--- src/rtl/rename_free_list.sv ---
// Circular free list of physical register numbers for the rename stage.
// Multi-lane pop/push with compacted lanes, no bypass and sticky error flags.
module rename_free_list #(
  parameter int ENTRY_NUM      = 32,
  parameter int RENAME_WIDTH   = 2,
  parameter int PREG_BIT_WIDTH = 6,
  parameter int INIT_BASE      = 32
) (
  input  logic                                         clk,
  input  logic                                         rst,
  input  logic [RENAME_WIDTH-1:0]                      popReq,
  output logic [RENAME_WIDTH-1:0][PREG_BIT_WIDTH-1:0]  popPhyReg,
  input  logic [RENAME_WIDTH-1:0]                      pushReq,
  input  logic [RENAME_WIDTH-1:0][PREG_BIT_WIDTH-1:0]  pushPhyReg,
  output logic [$clog2(ENTRY_NUM):0]                   count,
  output logic                                         allocatable,
  output logic                                         full,
  output logic                                         errOverflow,
  output logic                                         errUnderflow
);

  localparam int PTR_W = $clog2(ENTRY_NUM);
  localparam int CNT_W = PTR_W + 1;
  localparam int EW    = CNT_W + 1;

  logic [PREG_BIT_WIDTH-1:0] entries_q [ENTRY_NUM];
  logic [PREG_BIT_WIDTH-1:0] entries_d [ENTRY_NUM];
  logic [PTR_W-1:0]          head_q, head_d;
  logic [PTR_W-1:0]          tail_q, tail_d;
  logic [CNT_W-1:0]          count_q, count_d;
  logic                      err_ovf_q, err_ovf_d;
  logic                      err_udf_q, err_udf_d;

  logic [CNT_W-1:0]          pop_pre, push_pre;
  logic [CNT_W-1:0]          pops_acc, pushes_acc;
  logic [EW-1:0]             net_cnt;
  logic                      pop_ok, push_ok;

  // Pointer add modulo ENTRY_NUM; n never exceeds RENAME_WIDTH so one subtract suffices.
  function automatic logic [PTR_W-1:0] ptr_add(input logic [PTR_W-1:0] p,
                                               input logic [CNT_W-1:0] n);
    logic [EW-1:0] s;
    s = {2'b00, p} + {1'b0, n};
    if (s >= EW'(ENTRY_NUM)) s = s - EW'(ENTRY_NUM);
    return s[PTR_W-1:0];
  endfunction

  always_comb begin
    pop_pre = '0;
    for (int i = 0; i < RENAME_WIDTH; i++) begin
      popPhyReg[i] = entries_q[ptr_add(head_q, pop_pre)];
      if (popReq[i]) pop_pre = pop_pre + CNT_W'(1);
    end

    pop_ok   = (pop_pre <= count_q);
    pops_acc = pop_ok ? pop_pre : '0;

    push_pre = '0;
    for (int i = 0; i < RENAME_WIDTH; i++)
      if (pushReq[i]) push_pre = push_pre + CNT_W'(1);

    // Push legality is judged after the accepted pops leave, never against new pushes.
    net_cnt    = EW'(count_q) - EW'(pops_acc) + EW'(push_pre);
    push_ok    = (net_cnt <= EW'(ENTRY_NUM));
    pushes_acc = push_ok ? push_pre : '0;

    entries_d = entries_q;
    if (push_ok) begin
      for (int i = 0; i < RENAME_WIDTH; i++) begin
        if (pushReq[i]) entries_d[ptr_add(tail_q, CNT_W'(popcnt_below(pushReq, i)))] = pushPhyReg[i];
      end
    end

    head_d    = ptr_add(head_q, pops_acc);
    tail_d    = ptr_add(tail_q, pushes_acc);
    count_d   = CNT_W'(EW'(count_q) - EW'(pops_acc) + EW'(pushes_acc));
    err_udf_d = err_udf_q | ~pop_ok;
    err_ovf_d = err_ovf_q | ~push_ok;
  end

  function automatic int popcnt_below(input logic [RENAME_WIDTH-1:0] v, input int lane);
    int c;
    c = 0;
    for (int j = 0; j < RENAME_WIDTH; j++)
      if (j < lane && v[j]) c++;
    return c;
  endfunction

  always_ff @(posedge clk) begin
    if (rst) begin
      for (int k = 0; k < ENTRY_NUM; k++) entries_q[k] <= PREG_BIT_WIDTH'(INIT_BASE + k);
      head_q    <= '0;
      tail_q    <= '0;
      count_q   <= CNT_W'(ENTRY_NUM);
      err_ovf_q <= 1'b0;
      err_udf_q <= 1'b0;
    end else begin
      entries_q <= entries_d;
      head_q    <= head_d;
      tail_q    <= tail_d;
      count_q   <= count_d;
      err_ovf_q <= err_ovf_d;
      err_udf_q <= err_udf_d;
    end
  end

  assign count        = count_q;
  assign allocatable  = (count_q >= CNT_W'(RENAME_WIDTH));
  assign full         = (count_q == CNT_W'(ENTRY_NUM));
  assign errOverflow  = err_ovf_q;
  assign errUnderflow = err_udf_q;

endmodule

--- config.mk ---
export PLATFORM = sky130hd
export DESIGN_NAME = rename_free_list
export DESIGN_NICKNAME = d
export VERILOG_FILES = /design/src/rtl/rename_free_list.sv
export SDC_FILE = /design/constraint.sdc
export NUM_CORES = 1
export LEC_CHECK = 0
export BUFFER_PORTS_ARGS = -buffer_cell sky130_fd_sc_hd__buf_4
export CAP_MARGIN = 10
export CELL_PAD_IN_SITES_DETAIL_PLACEMENT = 0
export CELL_PAD_IN_SITES_GLOBAL_PLACEMENT = 2
export CORE_AREA = 2 2 188 236
export CTS_BUF_LIST = sky130_fd_sc_hd__clkbuf_2
export CTS_CLUSTER_SIZE = 40
export DETAILED_ROUTE_END_ITERATION = 7
export DIE_AREA = 0 0 190 238
export GPL_TIMING_DRIVEN = 0
export PLACE_DENSITY_LB_ADDON = 0.1
export SYNTH_ARGS = -nofsm -noshare
export SYNTH_HDL_FRONTEND = slang
export SYNTH_SLANG_ARGS = --single-unit
--- constraint.sdc ---
create_clock -name clk -period 8.8 [get_ports clk]
set_input_delay 1.76 -clock clk [delete_from_list [all_inputs] [get_ports clk]]
set_output_delay 1.76 -clock clk [all_outputs]
set_load 0.02 [all_outputs]
==> results of run 1 <==
## final cells by class
type	instances	area (um^2)	area share, %
Clock buffer	96	480	2.59
Antenna cell	2	5.00	0.0270
Inverter	18	67.6	0.364
Clock inverter	13	51.3	0.276
Buffer	185	900	4.85
Sequential cell	210	4200	22.7
Multi-Input combinational cell	1395	11800	63.6
Timing Repair Buffer	41	335	1.81
Tap cell	565	707	3.81
## flip-flops by register name, summed over array words and instances (netlist names)
signal        cells
entries_q       192
count             6
head_q            5
tail_q            5
errOverflow       1
errUnderflow      1
## worst max-delay path by stage
stage	cells after the start	slack (ns)	endpoint
after global placement	9	1.26	popPhyReg[11]
after floorplan	23	2.11	tail_q[4]
after global routing	9	1.32	popPhyReg[6]
after detailed placement	24	1.30	tail_q[4]
final	9	1.30	popPhyReg[6]
after CTS	9	1.34	popPhyReg[11]
## worst max-delay path: stages
cell	delay, ns
buf_4	0.13
ha_1	0.25
ha_1	0.45
buf_1	0.72
buf_1	0.87
mux4_2	0.50
mux4_2	0.56
mux2_2	0.32
buf_4	0.16
## cell usage after synthesis (all sizes together) (5+ instances only)
cell type    n
nor2b       34
nand2b      16
nand3       43
a211oi      33
mux2i      324
o211ai      65
ha          18
o21ai       80
inv         17
nor3         9
xor2         7
nor2       211
dfxtp      210
buf         47
clkbuf     138
or2         24
xnor2        9
a21oi       74
or3         47
mux4       120
nand2      131
mux2       100
fa           5
## metal layers
metal | vias to the layer above | global-route usage (%)
li1 | 6884 | -
met1 | 7808 | 41.6
met2 | 759 | 56.4
met3 | 249 | 7.35
met4 | 0 | 23.0
met5 | - | 0
## cells by family after synthesis
kind of cell               synth area share (%)
muxes                                      41.7
buffers and inverters                      5.70
AOI/OAI and AO/OA                          9.96
and+or+nand+nor                            15.1
adders and majority gates                  1.92
DFF                                        24.8
xor gates and xnor gates                  0.870
## metrics by stage
step | instance area, um^2 | std cells | util (%) | setup slack (ns)
global route | 18600 | 2524 | 43.3 | 1.32
detailed placement | 18000 | 2412 | 41.9 | 1.30
global placement | 18000 | 2412 | 41.9 | 1.26
finish | 18600 | 2525 | 43.3 | 1.30
CTS | 18500 | 2521 | 43.2 | 1.34
floorplan | 17000 | 1808 | - | 2.11
## power breakdown
group,internal [mW],total [mW],switching (mW),leakage (nW)
registers,1.01,1.08,0.0735,1.70
clock network,0.286,0.801,0.515,0.424
logic,1.19,2.88,1.69,4.81
==> flow_metrics.env, run 1 <==
export IMPL_insertion_delay_ns=1.07
export IMPL_grt_use_total_pct=34.8
export IMPL_cts_setup_buffers=0
export IMPL_synthArstFlopShare_pct=0
export IMPL_r2r_setup_slack_ns=2.91
export IMPL_syn2layout_area_growth_pct=9.33
export IMPL_status="finished clean"
export IMPL_synthTopCellsByArea="dfxtp_1 (25%), mux2i_1 (19%), mux4_2 (16%)"
export IMPL_grt_pass1_vias=15400
export IMPL_antenna_found_initial=3
export IMPL_clock_sinks=210
export IMPL_required_ns=7.04
export IMPL_drt_wirelength_per_cell_um=31.0
export IMPL_place_gp_congestion=1.01
export IMPL_path_class="primary input to primary output"
export IMPL_maxSlewViolCount=0
export IMPL_slew_headroom_pct=8.77
export IMPL_cts_tree="done"
export IMPL_cp_max_fo=10
export IMPL_coreArea_um2=42900
export IMPL_layout_common_cells="mux2i_1 (324), nor2_1 (211), dfxtp_1 (210)"
export IMPL_min_delay_start="errUnderflow"
export IMPL_die_h_um=238
export IMPL_synth_edff_count=0
export IMPL_drt_initial_drc_count=1422
export IMPL_num_rows=85
export IMPL_ir_drop_v=0.000271
export IMPL_yosysSeqAreaShare_pct=24.8
export IMPL_wl_met2_mm=36.1
export IMPL_yosysWarningCount=0
export IMPL_cp_start_kind="primary input"
export IMPL_hold_ws_ns=0.461
export IMPL_fp_dieW_um=190
export IMPL_final_min_clock_period_ns=7.50
export IMPL_skew_ns=0.104
export IMPL_die_area_um2=45200
export IMPL_met3_length_mm=5.87
export IMPL_whs_path_depth=2
export IMPL_ys_ff_latch=210
export IMPL_synth_area_um2=17000
export IMPL_ctsHoldBuffers=0
export IMPL_layout_commonest_cell="mux2i_1"
export IMPL_fin_crit_sh_pct=85.3
export IMPL_fin_setup_tns_ns=0
export IMPL_timing_rr_end="tail_q[4]"
export IMPL_post_drt_via_cell_ratio=6.22
export IMPL_place_hpwl_mm=57.5
export IMPL_tightest_slew_ns=1.37
export IMPL_synthesis_nets=1849
export IMPL_wirelength_mm=78.2
export IMPL_synth_ff_type="dfxtp_1"
export IMPL_ys_types=64
export IMPL_hold_viol_final=0
export IMPL_setup_violations=0
export IMPL_fmax_mhz=133
export IMPL_htreeDepth=3
export IMPL_rr_worst_depth=22
export IMPL_synth_area_per_cell_um2=9.39
export IMPL_cts_made_buffers=67
export IMPL_synth_top_area_cell="dfxtp_1"
export IMPL_m1WireLength_mm=30.4
export IMPL_end_kind="primary output"
export IMPL_top_layer="met4"
export IMPL_r2r_start="count[1]"
export IMPL_fillers=4349
export IMPL_cp_arrival_ns=5.74
export IMPL_whs_endpoint="errUnderflow"
export IMPL_rsz0062_at_grt="false"
export IMPL_cts_buffer_depth=3
export IMPL_synth_cells=1808
export IMPL_max_cap_violations=0
export IMPL_p_leak_nw=6.93
export IMPL_num_nets_final=1959
export IMPL_grt_pass1_wl_mm=112
export IMPL_num_vias=15700
export IMPL_yosysTopAreaCellShare_pct=24.8
export IMPL_drc=0
export IMPL_drive_gt1_share_pct=21.4
export IMPL_gr_total_overflow=0
export IMPL_hold_path_class="flip-flop to flip-flop"
export IMPL_start_util_pct=39.6
export IMPL_clk_pin_slew_ns=0.10
export IMPL_io_pins=40
export IMPL_power_density_nw_per_um2=257
export IMPL_power_mw=4.76
export IMPL_crit_start="popReq[0]"
export IMPL_dr_pass1_iters=5
export IMPL_grt_max_degree=11
export IMPL_io_buffers=39
export IMPL_cts_resized=0
export IMPL_ctsRootBufferMaster="clkbuf_2"
export IMPL_ant_nets=0
Note: power is estimated with default switching activity, not from simulation.
==> inputs of run 2 (changes only) <==
--- a/config.mk
+++ b/config.mk
@@ -5,15 +5,16 @@
 export SDC_FILE = /design/constraint.sdc
 export NUM_CORES = 1
 export LEC_CHECK = 0
+export ABC_AREA = 1
 export BUFFER_PORTS_ARGS = -buffer_cell sky130_fd_sc_hd__buf_4
 export CAP_MARGIN = 10
 export CELL_PAD_IN_SITES_DETAIL_PLACEMENT = 0
 export CELL_PAD_IN_SITES_GLOBAL_PLACEMENT = 2
-export CORE_AREA = 2 2 188 236
+export CORE_AREA = 2 2 206 258
 export CTS_BUF_LIST = sky130_fd_sc_hd__clkbuf_2
 export CTS_CLUSTER_SIZE = 40
 export DETAILED_ROUTE_END_ITERATION = 7
-export DIE_AREA = 0 0 190 238
+export DIE_AREA = 0 0 208 260
 export GPL_TIMING_DRIVEN = 0
 export PLACE_DENSITY_LB_ADDON = 0.1
 export SYNTH_ARGS = -nofsm -noshare
==> flow_metrics.env, run 2 <==
export IMPL_power_switching_mw=5.04
export IMPL_required_ns=7.04
export IMPL_num_vias=23900
export IMPL_yosysWarningCount=0
export IMPL_instances_no_fill=3947
export IMPL_synthesis_nets=3167
export IMPL_grt_pass1_wl_mm=161
export IMPL_hold_path_class="flip-flop to flip-flop"
export IMPL_synth_area_per_cell_um2=5.72
export IMPL_place_hpwl_mm=87.4
export IMPL_die_h_um=260
export IMPL_status="finished clean"
export IMPL_ctsHoldBuffers=0
export IMPL_pwr_share_clk_pct=9.5
export IMPL_clock_sinks=210
export IMPL_setup_violations=0
export IMPL_layout_common_cells="nand2_1 (787), o21ai_0 (387), nand3_1 (333)"
export IMPL_grt_pass1_vias=21700
export IMPL_post_drt_via_cell_ratio=6.06
export IMPL_comb_power_share_pct=71.0
export IMPL_clk_pin_slew_ns=0.08
export IMPL_p_sw_share_pct=59.7
export IMPL_end_kind="primary output"
export IMPL_fp_dieW_um=208
export IMPL_synth_edff_count=0
export IMPL_wirelength_mm=117
export IMPL_place_gp_congestion=1.06
export IMPL_grt_busiest_layer="met2"
export IMPL_fillers=5961
export IMPL_p_seq_share_pct=19.5
export IMPL_synth_top_area_cell="dfxtp_1"
export IMPL_skew_ns=0.0597
export IMPL_synthTopCellsByArea="dfxtp_1 (24%), nand2_1 (17%), o21ai_0 (11%)"
export IMPL_final_min_clock_period_ns=7.14
export IMPL_yosys_top_cells_count="nand2_1 (787), o21ai_0 (387), nand3_1 (333)"
export IMPL_ctsRootBufferMaster="clkbuf_2"
export IMPL_layout_commonest_cell="nand2_1"
export IMPL_ir_drop_v=0.000486
export IMPL_grt_use_total_pct=41.8
export IMPL_start_util_pct=34.8
export IMPL_cp_arrival_ns=5.38
export IMPL_p_leak_nw=9.62
export IMPL_grt_max_degree=16
export IMPL_yosysMostFrequentCell="nand2_1"
export IMPL_cts_tree="done"
export IMPL_hold_ws_ns=0.469
export IMPL_place_inst=3829
export IMPL_ys_types=33
export IMPL_htreeDepth=2
export IMPL_synth_ff_type="dfxtp_1"
export IMPL_drt_wirelength_per_cell_um=29.7
export IMPL_cts_made_buffers=61
export IMPL_fin_crit_sh_pct=81.1
export IMPL_syn2layout_area_growth_pct=9.50
export IMPL_insertion_delay_ns=1.11
export IMPL_dr_pass1_iters=6
export IMPL_worst_slack_ns=1.66
export IMPL_synth_area_um2=17900
export IMPL_cp_start_kind="primary input"
export IMPL_drt_initial_drc_count=2985
export IMPL_io_buffers=37
export IMPL_num_rows=93
export IMPL_fmax_mhz=140
export IMPL_hold_viol_final=0
export IMPL_coreArea_um2=51400
export IMPL_fin_setup_tns_ns=0
export IMPL_antenna_found_initial=7
export IMPL_cts_setup_buffers=0
export IMPL_maxSlewViolCount=0
export IMPL_ant_nets=0
export IMPL_yosysTopAreaCellShare_pct=23.5
export IMPL_path_class="primary input to primary output"
export IMPL_tightest_slew_ns=1.36
export IMPL_regMostFlops="entries_q"
export IMPL_drive_gt1_share_pct=7.05
export IMPL_power_density_nw_per_um2=431
export IMPL_grt_use_met3_pct=8.69
export IMPL_slew_headroom_pct=9.34
export IMPL_rsz0062_at_grt="false"
export IMPL_die_area_um2=54100
export IMPL_synthArstFlopShare_pct=0
export IMPL_p_int_mw=3.40
export IMPL_synth_cells=3126
export IMPL_yosysSeqAreaShare_pct=23.5
export IMPL_drc=0
export IMPL_io_pins=40
export IMPL_grt_use_met2_pct=67.1
export IMPL_gr_usage_met1_pct=47.9
export IMPL_ys_ff_latch=210
export IMPL_max_cap_violations=0
export IMPL_cp_max_fo=10
export IMPL_gr_total_overflow=0
export IMPL_dp_slack_ns=1.13
export IMPL_cts_buffer_depth=3
export IMPL_cts_resized=0
export IMPL_largest_register_ffs=192
export IMPL_num_nets_final=3268
==> run 2: cell types whose count changed in the layout (fill, tap and decap cells not counted), moves of 143 or more <==
cell | previous run | this run
inv_1 | 17 | 276
mux2i_1 | 324 | 0
nand3_1 | 43 | 333
a21oi_1 | 74 | 273
o21ai_0 | 77 | 387
nand4_1 | 3 | 146
nand2_1 | 131 | 787
==> run 2: worst paths after layout <==
| check | endpoint | from | slack, ns | cells past startpoint |
|---|---|---|---|---|
| worst min-delay path | entries_q[144] | entries_q[144] | 0.47 | 2 |
| worst min register to register | entries_q[144] | entries_q[144] | 0.47 | 2 |
| worst max-delay path | popPhyReg[9] | popReq[0] | 1.66 | 12 |
| worst max register to register | count[2] | count[1] | 2.59 | 26 |
==> run 2: routing by layer <==
| metal | vias up | wire, um |
|---|---|---|
| li1 | 10700 | - |
| met4 | 2 | 11800 |
| met2 | 1513 | 51600 |
| met3 | 467 | 11200 |
| met1 | 11200 | 42500 |
| met5 | - | 8 |
==> run 2: cells by family after synthesis <==
| logic type | synth area share (%) |
|---|---|
| AO/OA/AOI/OAI | 21.1 |
| AND/OR/NAND/NOR | 40.8 |
| buffers and inverters | 12.3 |
| flip-flops | 23.5 |
| adder cells (fa/ha/maj) | 1.82 |
| XOR/XNOR | 0.420 |
==> run 2: stage by stage <==
step	utilization (%)	total power, mW	instance area [um^2]
after floorplan	-	5.32	17900
after global placement	36.9	7.30	19000
after detailed placement	37.0	7.39	19000
after CTS	38.0	8.21	19600
after global routing	38.1	9.00	19600
final	38.1	8.43	19600
==> run 2: worst max-delay path, stage by stage <==
cell      delay (ns)
buf_4           0.14
ha_1            0.22
ha_1            0.22
xor2_1          0.84
inv_1           0.47
clkbuf_1        0.54
nand3_1         0.24
nand3_1         0.16
nand2_1         0.23
nor2_1          0.06
a31oi_1         0.27
buf_4           0.21
==> run 2: area by class of cell <==
| cell class | count | area (um^2) | area share, % |
|---|---|---|---|
| antenna | 4 | 10.0 | 0.0511 |
| buffer | 268 | 1140 | 5.80 |
| clock buffer | 83 | 415 | 2.12 |
| clock inverter | 31 | 148 | 0.754 |
| inverter | 284 | 1070 | 5.44 |
| multi-input combinational | 2364 | 11500 | 58.6 |
| sequential | 210 | 4200 | 21.5 |
| tap | 665 | 832 | 4.25 |
| timing repair buffer | 38 | 293 | 1.50 |
==> run 2: power by group through the flow <==
| stage | sequential (mW) | combinational [mW] | clock, mW |
|---|---|---|---|
| 2_1_floorplan | 1.50 | 3.82 | 0 |
| 3_3_place_gp | 1.64 | 5.66 | 0 |
| 5_1_grt | 1.65 | 6.48 | 0.864 |
| 6_report | 1.64 | 5.99 | 0.805 |
| 4_1_cts | 1.62 | 5.77 | 0.820 |
| 3_5_place_dp | 1.64 | 5.75 | 0 |
